[src/rtl/fft_pkg.sv]
// Shared definitions for the radix-2 FFT butterfly scheduler and its butterfly wrappers.
package fft_pkg;

  typedef enum logic [1:0] {
    ST_IDLE,
    ST_ISSUE,
    ST_DRAIN,
    ST_DONE
  } fft_sched_state_t;

  localparam int BFLY_LATENCY_DEFAULT = 4;

  function automatic int stage_width(input int log2n);
    return $clog2(log2n + 1);
  endfunction

  function automatic int addr_width(input int n_points);
    return $clog2(n_points);
  endfunction

  function automatic int tw_width(input int log2n);
    return log2n - 1;
  endfunction

endpackage

[src/rtl/fft_addr_gen.sv]
// Combinational butterfly address and twiddle-index generator for in-place radix-2 DIT.
module fft_addr_gen
  import fft_pkg::*;
#(
  parameter int LOG2N = 3,
  localparam int SW = stage_width(LOG2N),
  localparam int TW = tw_width(LOG2N)
) (
  input  logic [SW-1:0]    stage,
  input  logic [TW-1:0]    k,
  output logic [LOG2N-1:0] addr0,
  output logic [LOG2N-1:0] addr1,
  output logic [TW-1:0]    tw_idx
);

  logic [TW-1:0]    pos_mask;
  logic [TW-1:0]    pos;
  logic [LOG2N-1:0] span;
  logic [SW-1:0]    tw_shift;

  // Group index times 2*span is just the upper bits of k shifted left once.
  always_comb begin
    pos_mask = ~({TW{1'b1}} << stage);
    pos      = k & pos_mask;
    span     = LOG2N'(1) << stage;
    addr0    = {k & ~pos_mask, 1'b0} | {1'b0, pos};
    addr1    = addr0 + span;
    tw_shift = SW'(TW) - stage;
    tw_idx   = pos << tw_shift;
  end

endmodule

[src/rtl/fft_bfly_scheduler.sv]
// Stage/pair sequencer for an in-place radix-2 FFT through one pipelined butterfly,
// with a fixed-latency write-address delay line.
module fft_bfly_scheduler
  import fft_pkg::*;
#(
  parameter int N_POINTS     = 8,
  parameter int LOG2N        = $clog2(N_POINTS),
  parameter int BFLY_LATENCY = BFLY_LATENCY_DEFAULT,
  parameter int MEM_LATENCY  = 1,
  localparam int SW = stage_width(LOG2N),
  localparam int TW = tw_width(LOG2N)
) (
  input  logic             clk,
  input  logic             rst,
  input  logic             start,
  input  logic             abort,
  output logic             busy,
  output logic             done,
  output logic             rd_en,
  output logic             rd_bank,
  output logic [LOG2N-1:0] rd_addr0,
  output logic [LOG2N-1:0] rd_addr1,
  output logic [TW-1:0]    tw_idx,
  output logic             wr_en,
  output logic             wr_bank,
  output logic [LOG2N-1:0] wr_addr0,
  output logic [LOG2N-1:0] wr_addr1,
  output logic [SW-1:0]    stage,
  output logic             result_bank
);

  localparam int L   = MEM_LATENCY + BFLY_LATENCY;
  localparam int DCW = (L > 1) ? $clog2(L) : 1;
  localparam int DLW = 2 * LOG2N + 2;
  localparam logic [LOG2N-1:0] HALF        = LOG2N'(N_POINTS / 2);
  localparam logic [SW-1:0]    LAST_STAGE  = SW'(LOG2N - 1);
  localparam logic             RESULT_BANK = 1'(LOG2N % 2);

  fft_sched_state_t state_reg;
  logic [SW-1:0]    stage_reg;
  logic [LOG2N-1:0] k_reg;
  logic [DCW-1:0]   drain_reg;
  logic             busy_reg;
  logic             done_reg;
  logic             rd_en_reg;
  logic [LOG2N-1:0] rd_addr0_reg;
  logic [LOG2N-1:0] rd_addr1_reg;
  logic [TW-1:0]    tw_reg;

  logic [SW-1:0]    gen_stage;
  logic [LOG2N-1:0] gen_addr0;
  logic [LOG2N-1:0] gen_addr1;
  logic [TW-1:0]    gen_tw;
  logic             flush;

  assign flush = rst | abort;

  // k_reg always holds the next pair to issue; while draining, look ahead to the next stage.
  assign gen_stage = (state_reg == ST_DRAIN) ? stage_reg + SW'(1) : stage_reg;

  fft_addr_gen #(.LOG2N(LOG2N)) u_addr_gen (
    .stage (gen_stage),
    .k     (k_reg[TW-1:0]),
    .addr0 (gen_addr0),
    .addr1 (gen_addr1),
    .tw_idx(gen_tw)
  );

  always_ff @(posedge clk) begin
    if (flush) begin
      state_reg    <= ST_IDLE;
      stage_reg    <= '0;
      k_reg        <= '0;
      drain_reg    <= '0;
      busy_reg     <= 1'b0;
      done_reg     <= 1'b0;
      rd_en_reg    <= 1'b0;
      rd_addr0_reg <= '0;
      rd_addr1_reg <= '0;
      tw_reg       <= '0;
    end else begin
      case (state_reg)
        ST_IDLE: begin
          if (start) begin
            state_reg    <= ST_ISSUE;
            busy_reg     <= 1'b1;
            rd_en_reg    <= 1'b1;
            rd_addr0_reg <= gen_addr0;
            rd_addr1_reg <= gen_addr1;
            tw_reg       <= gen_tw;
            k_reg        <= k_reg + LOG2N'(1);
          end
        end
        ST_ISSUE: begin
          if (k_reg == HALF) begin
            state_reg    <= ST_DRAIN;
            rd_en_reg    <= 1'b0;
            rd_addr0_reg <= '0;
            rd_addr1_reg <= '0;
            tw_reg       <= '0;
            k_reg        <= '0;
            drain_reg    <= DCW'(L - 1);
          end else begin
            rd_en_reg    <= 1'b1;
            rd_addr0_reg <= gen_addr0;
            rd_addr1_reg <= gen_addr1;
            tw_reg       <= gen_tw;
            k_reg        <= k_reg + LOG2N'(1);
          end
        end
        ST_DRAIN: begin
          if (drain_reg != '0) begin
            drain_reg <= drain_reg - DCW'(1);
          end else if (stage_reg == LAST_STAGE) begin
            state_reg <= ST_DONE;
            busy_reg  <= 1'b0;
            done_reg  <= 1'b1;
          end else begin
            state_reg    <= ST_ISSUE;
            stage_reg    <= stage_reg + SW'(1);
            rd_en_reg    <= 1'b1;
            rd_addr0_reg <= gen_addr0;
            rd_addr1_reg <= gen_addr1;
            tw_reg       <= gen_tw;
            k_reg        <= LOG2N'(1);
          end
        end
        ST_DONE: begin
          state_reg <= ST_IDLE;
          done_reg  <= 1'b0;
          stage_reg <= '0;
        end
        default: state_reg <= ST_IDLE;
      endcase
    end
  end

  // Write-side delay line: a read issued in cycle c reappears as a write in cycle c+L.
  logic [DLW-1:0] dly_tap [L+1];

  assign dly_tap[0] = {rd_en_reg, rd_en_reg & ~stage_reg[0], rd_addr0_reg, rd_addr1_reg};

  genvar gi;
  generate
    for (gi = 0; gi < L; gi++) begin : g_wr_dly
      logic [DLW-1:0] tap_reg;
      always_ff @(posedge clk) begin
        if (flush) tap_reg <= '0;
        else       tap_reg <= dly_tap[gi];
      end
      assign dly_tap[gi+1] = tap_reg;
    end
  endgenerate

  assign {wr_en, wr_bank, wr_addr0, wr_addr1} = dly_tap[L];

  assign busy        = busy_reg;
  assign done        = done_reg;
  assign rd_en       = rd_en_reg;
  assign rd_bank     = stage_reg[0];
  assign rd_addr0    = rd_addr0_reg;
  assign rd_addr1    = rd_addr1_reg;
  assign tw_idx      = tw_reg;
  assign stage       = stage_reg;
  assign result_bank = RESULT_BANK;

endmodule

[config.mk]
export PLATFORM = sky130hd
export DESIGN_NAME = fft_bfly_scheduler
export DESIGN_NICKNAME = d
export VERILOG_FILES = /design/src/rtl/fft_pkg.sv /design/src/rtl/fft_addr_gen.sv /design/src/rtl/fft_bfly_scheduler.sv
export SDC_FILE = /design/constraint.sdc
export NUM_CORES = 1
export LEC_CHECK = 0
export CAP_MARGIN = 15
export CORE_ASPECT_RATIO = 0.9
export CORE_MARGIN = 2
export CORE_UTILIZATION = 49
export CTS_CLUSTER_SIZE = 25
export DETAILED_ROUTE_END_ITERATION = 8
export PLACE_DENSITY = 0.74
export SLEW_MARGIN = 20
export SYNTH_ARGS = -nofsm -noshare
export SYNTH_HDL_FRONTEND = slang
export SYNTH_SLANG_ARGS = --single-unit
[constraint.sdc]
create_clock -name clk -period 2.1 [get_ports clk]
set_input_delay 0.315 -clock clk [delete_from_list [all_inputs] [get_ports clk]]
set_output_delay 0.315 -clock clk [all_outputs]
set_load 0.02 [all_outputs]
== Word level (Yosys, flattened, before mapping) ==
Index checks and enable logic that the tools add are counted.

* Eq/ne operators: 11
* Bitwise gates (word level): 8
* Mux-type cells: 43
* Shift-type cells: 3
* Add/subtract/negate cells: 5
* Reductions and logical operators: 12

{| class="wikitable"
|+ Operator list
! cell !! count
|-
| two-way mux 3 bit || 14
|-
| case mux 3 bit (3 select lines) || 3
|-
| two-way mux 2 bit || 11
|-
| AND reduction 3 bit || 4
|-
| two-way mux 1 bit || 8
|-
| != test 2 bit (second input constant) || 4
|-
| case mux 2 bit (4 select lines) || 1
|-
| AND reduction 4 bit || 2
|-
| == test 2 bit (second input constant) || 3
|-
| case mux 2 bit (3 select lines) || 1
|-
| case mux 3 bit (2 select lines) || 1
|-
| nonzero test 2 bit || 3
|-
| nonzero test 3 bit || 2
|-
| bitwise AND 2 bit || 2
|-
| != test 2 x 1 -> 1 bit (second input constant) || 2
|-
| inverter 2 bit || 2
|-
| case mux 1 bit (2 select lines) || 2
|-
| case mux 2 bit (2 select lines) || 1
|-
| adder 3 x 1 -> 3 bit (second input constant) || 1
|-
| adder 3 bit || 1
|-
| == test 3 bit (second input constant) || 1
|-
| OR 3 x 2 -> 3 bit || 1
|-
| case mux 1 bit (3 select lines) || 1
|-
| left shift 1 x 2 -> 3 bit (first input constant) || 1
|-
| other kinds (10) || 10
|}

* Input port bits: 4
* Flip-flop bits (word level): 61

== Depth between registers and ports, before layout ==
Gate-level depths: netlist of the first run.

* Word-level depth: 11
* Gate-level depth with buffers: 10
* Mapped depth without buffers: 9

== Cells and area by module ==
From an unflattened synthesis of the first run, not the netlist that was laid out.

* Cell total of the unflattened synthesis: 248
* Area, all modules: 2454.9 um^2

{| class="wikitable"
|+ Modules (own cells, without submodules)
! module !! times used !! area an instance (um^2) !! cells an instance
|-
| fft_bfly_scheduler || 1 || 2318.5 || 229
|-
| fft_addr_gen || 1 || 136.4 || 19
|}

== Worst setup path after synthesis of the first run ==
No wires, ideal clock.

* Kind: register to register
* From: register stage_reg[0], in the netlist stage[0]
* To: register rd_addr1_reg[2], in the netlist rd_addr1[2]
* Period minus slack after synthesis: 2.290 ns
* Slack: -0.190 ns
* Setup time: 0.063 ns
* Required time: 2.037 ns
* Stages on the path, launching flop included: 11
* Arrival time: 2.227 ns
* Path through: dfxtp_1 -> clkbuf_2 -> inv_1 -> ha_1 -> nand2_1 -> a21oi_1 -> a32oi_1 -> fa_1 -> nor3b_1 -> nand4_1 -> nand3_1

* Longest elaborated chain between the ends: 11

{| class="wikitable"
|+ RTL lines
! item !! line !! RTL
|-
| start: declaration || fft_bfly_scheduler.sv:40 || <nowiki>logic [SW-1:0] stage_reg;</nowiki>
|-
| start signal: assignment || fft_bfly_scheduler.sv:120 || <nowiki>stage_reg <= stage_reg + SW'(1);</nowiki>
|-
| adder 2 x 1 -> 2 bit || fft_bfly_scheduler.sv:59 || <nowiki>assign gen_stage = (state_reg == ST_DRAIN) ? stage_reg + SW'(1) : stage_reg;</nowiki>
|-
| two-way mux 2 bit || fft_bfly_scheduler.sv:59 ||
|-
| left shift 2 x 2 -> 2 bit || fft_addr_gen.sv:23 || <nowiki>pos_mask = ~({TW{1'b1}} << stage);</nowiki>
|-
| inverter 2 bit || fft_addr_gen.sv:23 ||
|-
| inverter 2 bit || fft_addr_gen.sv:26 || <nowiki>addr0 = {k & ~pos_mask, 1'b0} | {1'b0, pos};</nowiki>
|-
| bitwise AND 2 bit || fft_addr_gen.sv:26 ||
|-
| OR 3 x 2 -> 3 bit || fft_addr_gen.sv:26 ||
|-
| adder 3 bit || fft_addr_gen.sv:27 || <nowiki>addr1 = addr0 + span;</nowiki>
|-
| two-way mux 3 bit || fft_bfly_scheduler.sv:114 || <nowiki>end else if (stage_reg == LAST_STAGE) begin</nowiki>
|-
| two-way mux 3 bit || fft_bfly_scheduler.sv:112 || <nowiki>if (drain_reg != '0) begin</nowiki>
|-
| case mux 3 bit (3 select lines) || fft_bfly_scheduler.sv:82 || <nowiki>case (state_reg)</nowiki>
|-
| end signal: assignment || fft_bfly_scheduler.sv:89 || <nowiki>rd_addr1_reg <= gen_addr1;</nowiki>
|-
| end signal: assignment || fft_bfly_scheduler.sv:106 || <nowiki>rd_addr1_reg <= gen_addr1;</nowiki>
|-
| end signal: assignment || fft_bfly_scheduler.sv:123 || <nowiki>rd_addr1_reg <= gen_addr1;</nowiki>
|-
| end: declaration || fft_bfly_scheduler.sv:47 || <nowiki>logic [LOG2N-1:0] rd_addr1_reg;</nowiki>
|}

Several ways; a longest one is shown, not always the timed one. The select of a mux whose other input is x is not followed.
A chain may end at the register's enable or synchronous reset.

== Worst setup path after layout of the first run ==
* From: register state_reg[0]
* To: register rd_addr1_reg[2], in the netlist rd_addr1[2]

* Longest elaborated chain between the ends: 11

{| class="wikitable"
|+ RTL lines
! item !! line !! RTL
|-
| start: declaration || fft_bfly_scheduler.sv:39 || <nowiki>fft_sched_state_t state_reg;</nowiki>
|-
| start signal: assignment || fft_bfly_scheduler.sv:71 || <nowiki>state_reg <= ST_IDLE;</nowiki>
|-
| start signal: assignment || fft_bfly_scheduler.sv:85 || <nowiki>state_reg <= ST_ISSUE;</nowiki>
|-
| start signal: assignment || fft_bfly_scheduler.sv:96 || <nowiki>state_reg <= ST_DRAIN;</nowiki>
|-
| == test 2 bit || fft_bfly_scheduler.sv:59, fft_bfly_scheduler.sv:82 ||
|-
| two-way mux 2 bit || fft_bfly_scheduler.sv:59 ||
|-
| left shift 2 x 2 -> 2 bit || fft_addr_gen.sv:23 ||
|-
| inverter 2 bit || fft_addr_gen.sv:23 ||
|-
| inverter 2 bit || fft_addr_gen.sv:26 ||
|-
| bitwise AND 2 bit || fft_addr_gen.sv:26 ||
|-
| OR 3 x 2 -> 3 bit || fft_addr_gen.sv:26 ||
|-
| adder 3 bit || fft_addr_gen.sv:27 ||
|-
| two-way mux 3 bit || fft_bfly_scheduler.sv:114 ||
|-
| two-way mux 3 bit || fft_bfly_scheduler.sv:112 ||
|-
| case mux 3 bit (3 select lines) || fft_bfly_scheduler.sv:82 ||
|}

Several ways; a longest one is shown, not always the timed one. The select of a mux whose other input is x is not followed.

==> results of run 1 <==
-- cell type report --
| cell class | instances | share of cell area |
|---|---|---|
| Multi-Input combinational cell | 145 | 0.346 |
| Timing Repair Buffer | 39 | 0.126 |
| Clock buffer | 9 | 0.0423 |
| Inverter | 11 | 0.0141 |
| Sequential cell | 61 | 0.419 |
| Clock inverter | 7 | 0.0252 |
| Tap cell | 65 | 0.0278 |
-- cells in the final DEF (no fill, tap or decap), types with 7 or more instances in the layout --
cell and count:
a21oi_1 7, buf_4 13, clkdlybuf4s50_1 25, dfxtp_1 58, and2_1 39, nand2_1 11
ha_1 9, inv_1 11, nor2_1 14, clkbuf_8 9
-- Yosys cell counts --
| cell type | n |
|---|---|
| nand2b_1 | 2 |
| a21oi_1 | 8 |
| clkbuf_1 | 6 |
| clkbuf_2 | 1 |
| nor3_1 | 5 |
| a211oi_1 | 1 |
| or4b_1 | 1 |
| or3_1 | 1 |
| mux2i_1 | 4 |
| buf_2 | 3 |
| or2_2 | 2 |
| o21ai_0 | 7 |
| a32o_1 | 1 |
| inv_1 | 11 |
| o32ai_1 | 1 |
| and2_1 | 39 |
| a22oi_1 | 1 |
| a221oi_1 | 1 |
| nor2_1 | 15 |
| o2bb2ai_1 | 3 |
| nor4_1 | 2 |
| a32oi_1 | 1 |
| nand3_1 | 5 |
| xor2_1 | 1 |
| a311oi_1 | 1 |
| a31oi_1 | 1 |
| nand2_1 | 12 |
| dfxtp_1 | 61 |
| xnor2_1 | 1 |
| conb_1 | 1 |
| a211o_1 | 1 |
| ha_1 | 10 |
| nor3b_1 | 2 |
| nor2b_4 | 2 |
| nor2b_1 | 3 |
| buf_4 | 14 |
| o211ai_1 | 1 |
| fa_1 | 1 |
| nor4b_4 | 1 |
| a21boi_0 | 3 |
| nand4_1 | 2 |
| a21bo_2 | 1 |
-- where the power goes --
group	switching [µW]	leakage (µW)	internal [µW]
Sequential	6.89	0.000494	1170
Combinational	92.7	0.000562	74.1
Clock	460	0.0000996	551
-- critical path: stages, from the launching register on --
cell and delay [ns]:
dfxtp_2 0.32, inv_1 0.10, ha_1 0.23, xor2_2 0.30
o21ai_1 0.21, fa_2 0.41, nor3b_2 0.18, nand4_1 0.12
nand3_1 0.10
-- kinds of logic after synthesis --
group	count (synthesis)	synth area share
buffers and inverters	35	0.0794
XOR/XNOR	2	0.00736
AO/OA/AOI/OAI	32	0.0910
flip-flops	61	0.513
other	1	0.00158
AND/OR/NAND/NOR	94	0.230
multiplexers	4	0.0168
adder cells (fa/ha/maj)	11	0.0610
-- what timing repair did --
item                       4_1_cts  5_1_grt
buffers inserted                 0        1
pin swaps                        0        2
setup endpoints to repair        1        2
resized for setup                2        6
-- worst paths after layout --
| path | startpoint | slack, ns | to |
|---|---|---|---|
| max | state_reg[0] | 0.08 | rd_addr1[2] |
| min | g_wr_dly[2].tap_reg[5] | 0.42 | g_wr_dly[3].tap_reg[5] |
| max reg2reg | state_reg[0] | 0.08 | rd_addr1[2] |
| min reg2reg | g_wr_dly[2].tap_reg[5] | 0.42 | g_wr_dly[3].tap_reg[5] |
-- routing by layer --
metal  track usage  vias to the layer above  wire [µm]
met3        0.0646                        4        186
met1         0.213                      762       1940
met4        0.0774                        0         40
met2         0.237                       37       1820
li1              -                      827          -
met5             0                        -          0
-- stage by stage --
| stage | std cells | setup TNS (ns) | instance area [µm²] | hold slack, ns |
|---|---|---|---|---|
| after global placement | 320 | 0 | 2690 | 0.407 |
| final | 337 | 0 | 2930 | 0.422 |
| after detailed placement | 320 | -0.0352 | 2690 | 0.410 |
| after floorplan | 241 | 0 | 2400 | 0.406 |
| after global routing | 337 | -0.0305 | 2930 | 0.434 |
| after CTS | 336 | 0 | 2890 | 0.423 |
==> results.toml, run 1 <==
[placed_design]
gp_congestion = 0.843
portBuffers = 25
dp_slack_ns = -0.0352
hpwlAfterDp_um = 2680

[yosys]
synthCells = 240
synth_area_mm2 = 0.00238
yosysSeqAreaShare = 0.513
ys_ff_latch = 61
ys_types = 42
avgSynthCellArea_um2 = 9.92
ys_warn_count = 0
yosys-top-cells-area = "dfxtp_1 (51%), and2_1 (10%), ha_1 (5.3%)"
synth_top_cell_by_area = "dfxtp_1"
synth_top_area_frac = 0.513

[grt]
grt_usage = 0.163
grt_pass1_vias = 1519
grt_max_degree = 41
antenna_found_initial = 0
grt_pass1_wl_um = 6810
grt_remaining_overflow = 0

[finish]
area_delta_synth_final_pct = 23.1
fillers = 393
post-route-util = 0.614
num-nets-final = 282
multi_input_area_mm2 = 0.00101
diodes = 0
regArea_mm2 = 0.00123
largest_register_ffs = 40
drive_gt1_frac = 0.173

[timing]
max_freq_mhz = 495
min_period_ns = 2.02
maxSlewViolCount = 0
setup_ws_ns = 0.0786
setup_viol = 0
period_share = 0.963
hold_viol = 0
skew_ns = 0.0108

[run]
drv_cap = 0

[pwr]
power_uw = 2350
power.leakage_uw = 0.00116
power_density_mw_per_mm2 = 803
ir_drop_uv = 415

[clock_tree]
holdBufCountCts = 0
clock_latency_ns = 0.33
cts_buffers = 9
clkTransAtPathRegs_ns = 0.07
htree_levels = 3
cts_buffer_depth = 2
cts_root_buf = "clkbuf_8"
cts_tree = "built"
cts_sinks = 61

[detailed_routing]
ant_nets = 0
vias = 1630
post_drt_wl_per_cell_um = 11.8
wl_um = 3990
drtIter0Drc = 74
first_pass_iters = 4
drcViolationCount = 0
viasPerCell = 4.84

[floorplanning]
start_util = 0.498
fp.coreArea_mm2 = 0.00477
rows = 24
fp.dieH_um = 70.1
die_w_um = 77.5
die_area_mm2 = 0.00543
io_pins = 27

[setup_path]
reg2reg_depth = 8
crit_required_ns = 2.38
arrival_ns = 2.30
path_class = "reg -> reg"
worstSetupEndpointType = "flip-flop"
crit_path_start_kind = "flip-flop"
worst-path-max-fanout = 3

[worst_hold_path]
whs_path_depth = 1
hold_path.class = "reg -> reg"

[outcome]
outcome = "finished clean"
Note: power is estimated with default switching activity, not from simulation.
==> inputs of run 2 (changes only) <==
--- a/config.mk
+++ b/config.mk
@@ -9,7 +9,7 @@
 export CORE_ASPECT_RATIO = 0.9
 export CORE_MARGIN = 2
 export CORE_UTILIZATION = 49
-export CTS_CLUSTER_SIZE = 25
+export CTS_CLUSTER_SIZE = 16
 export DETAILED_ROUTE_END_ITERATION = 8
 export PLACE_DENSITY = 0.74
 export SLEW_MARGIN = 20
==> results of run 2 <==
The final DEF is identical to that of run 1; final timing and power are the same.
==> inputs of run 3 (changes only) <==
--- a/config.mk
+++ b/config.mk
@@ -11,6 +11,7 @@
 export CORE_UTILIZATION = 49
 export CTS_CLUSTER_SIZE = 16
 export DETAILED_ROUTE_END_ITERATION = 8
+export HOLD_SLACK_MARGIN = 0.03
 export PLACE_DENSITY = 0.74
 export SLEW_MARGIN = 20
 export SYNTH_ARGS = -nofsm -noshare
==> results of run 3 <==
The final DEF is identical to that of run 1; final timing and power are the same.
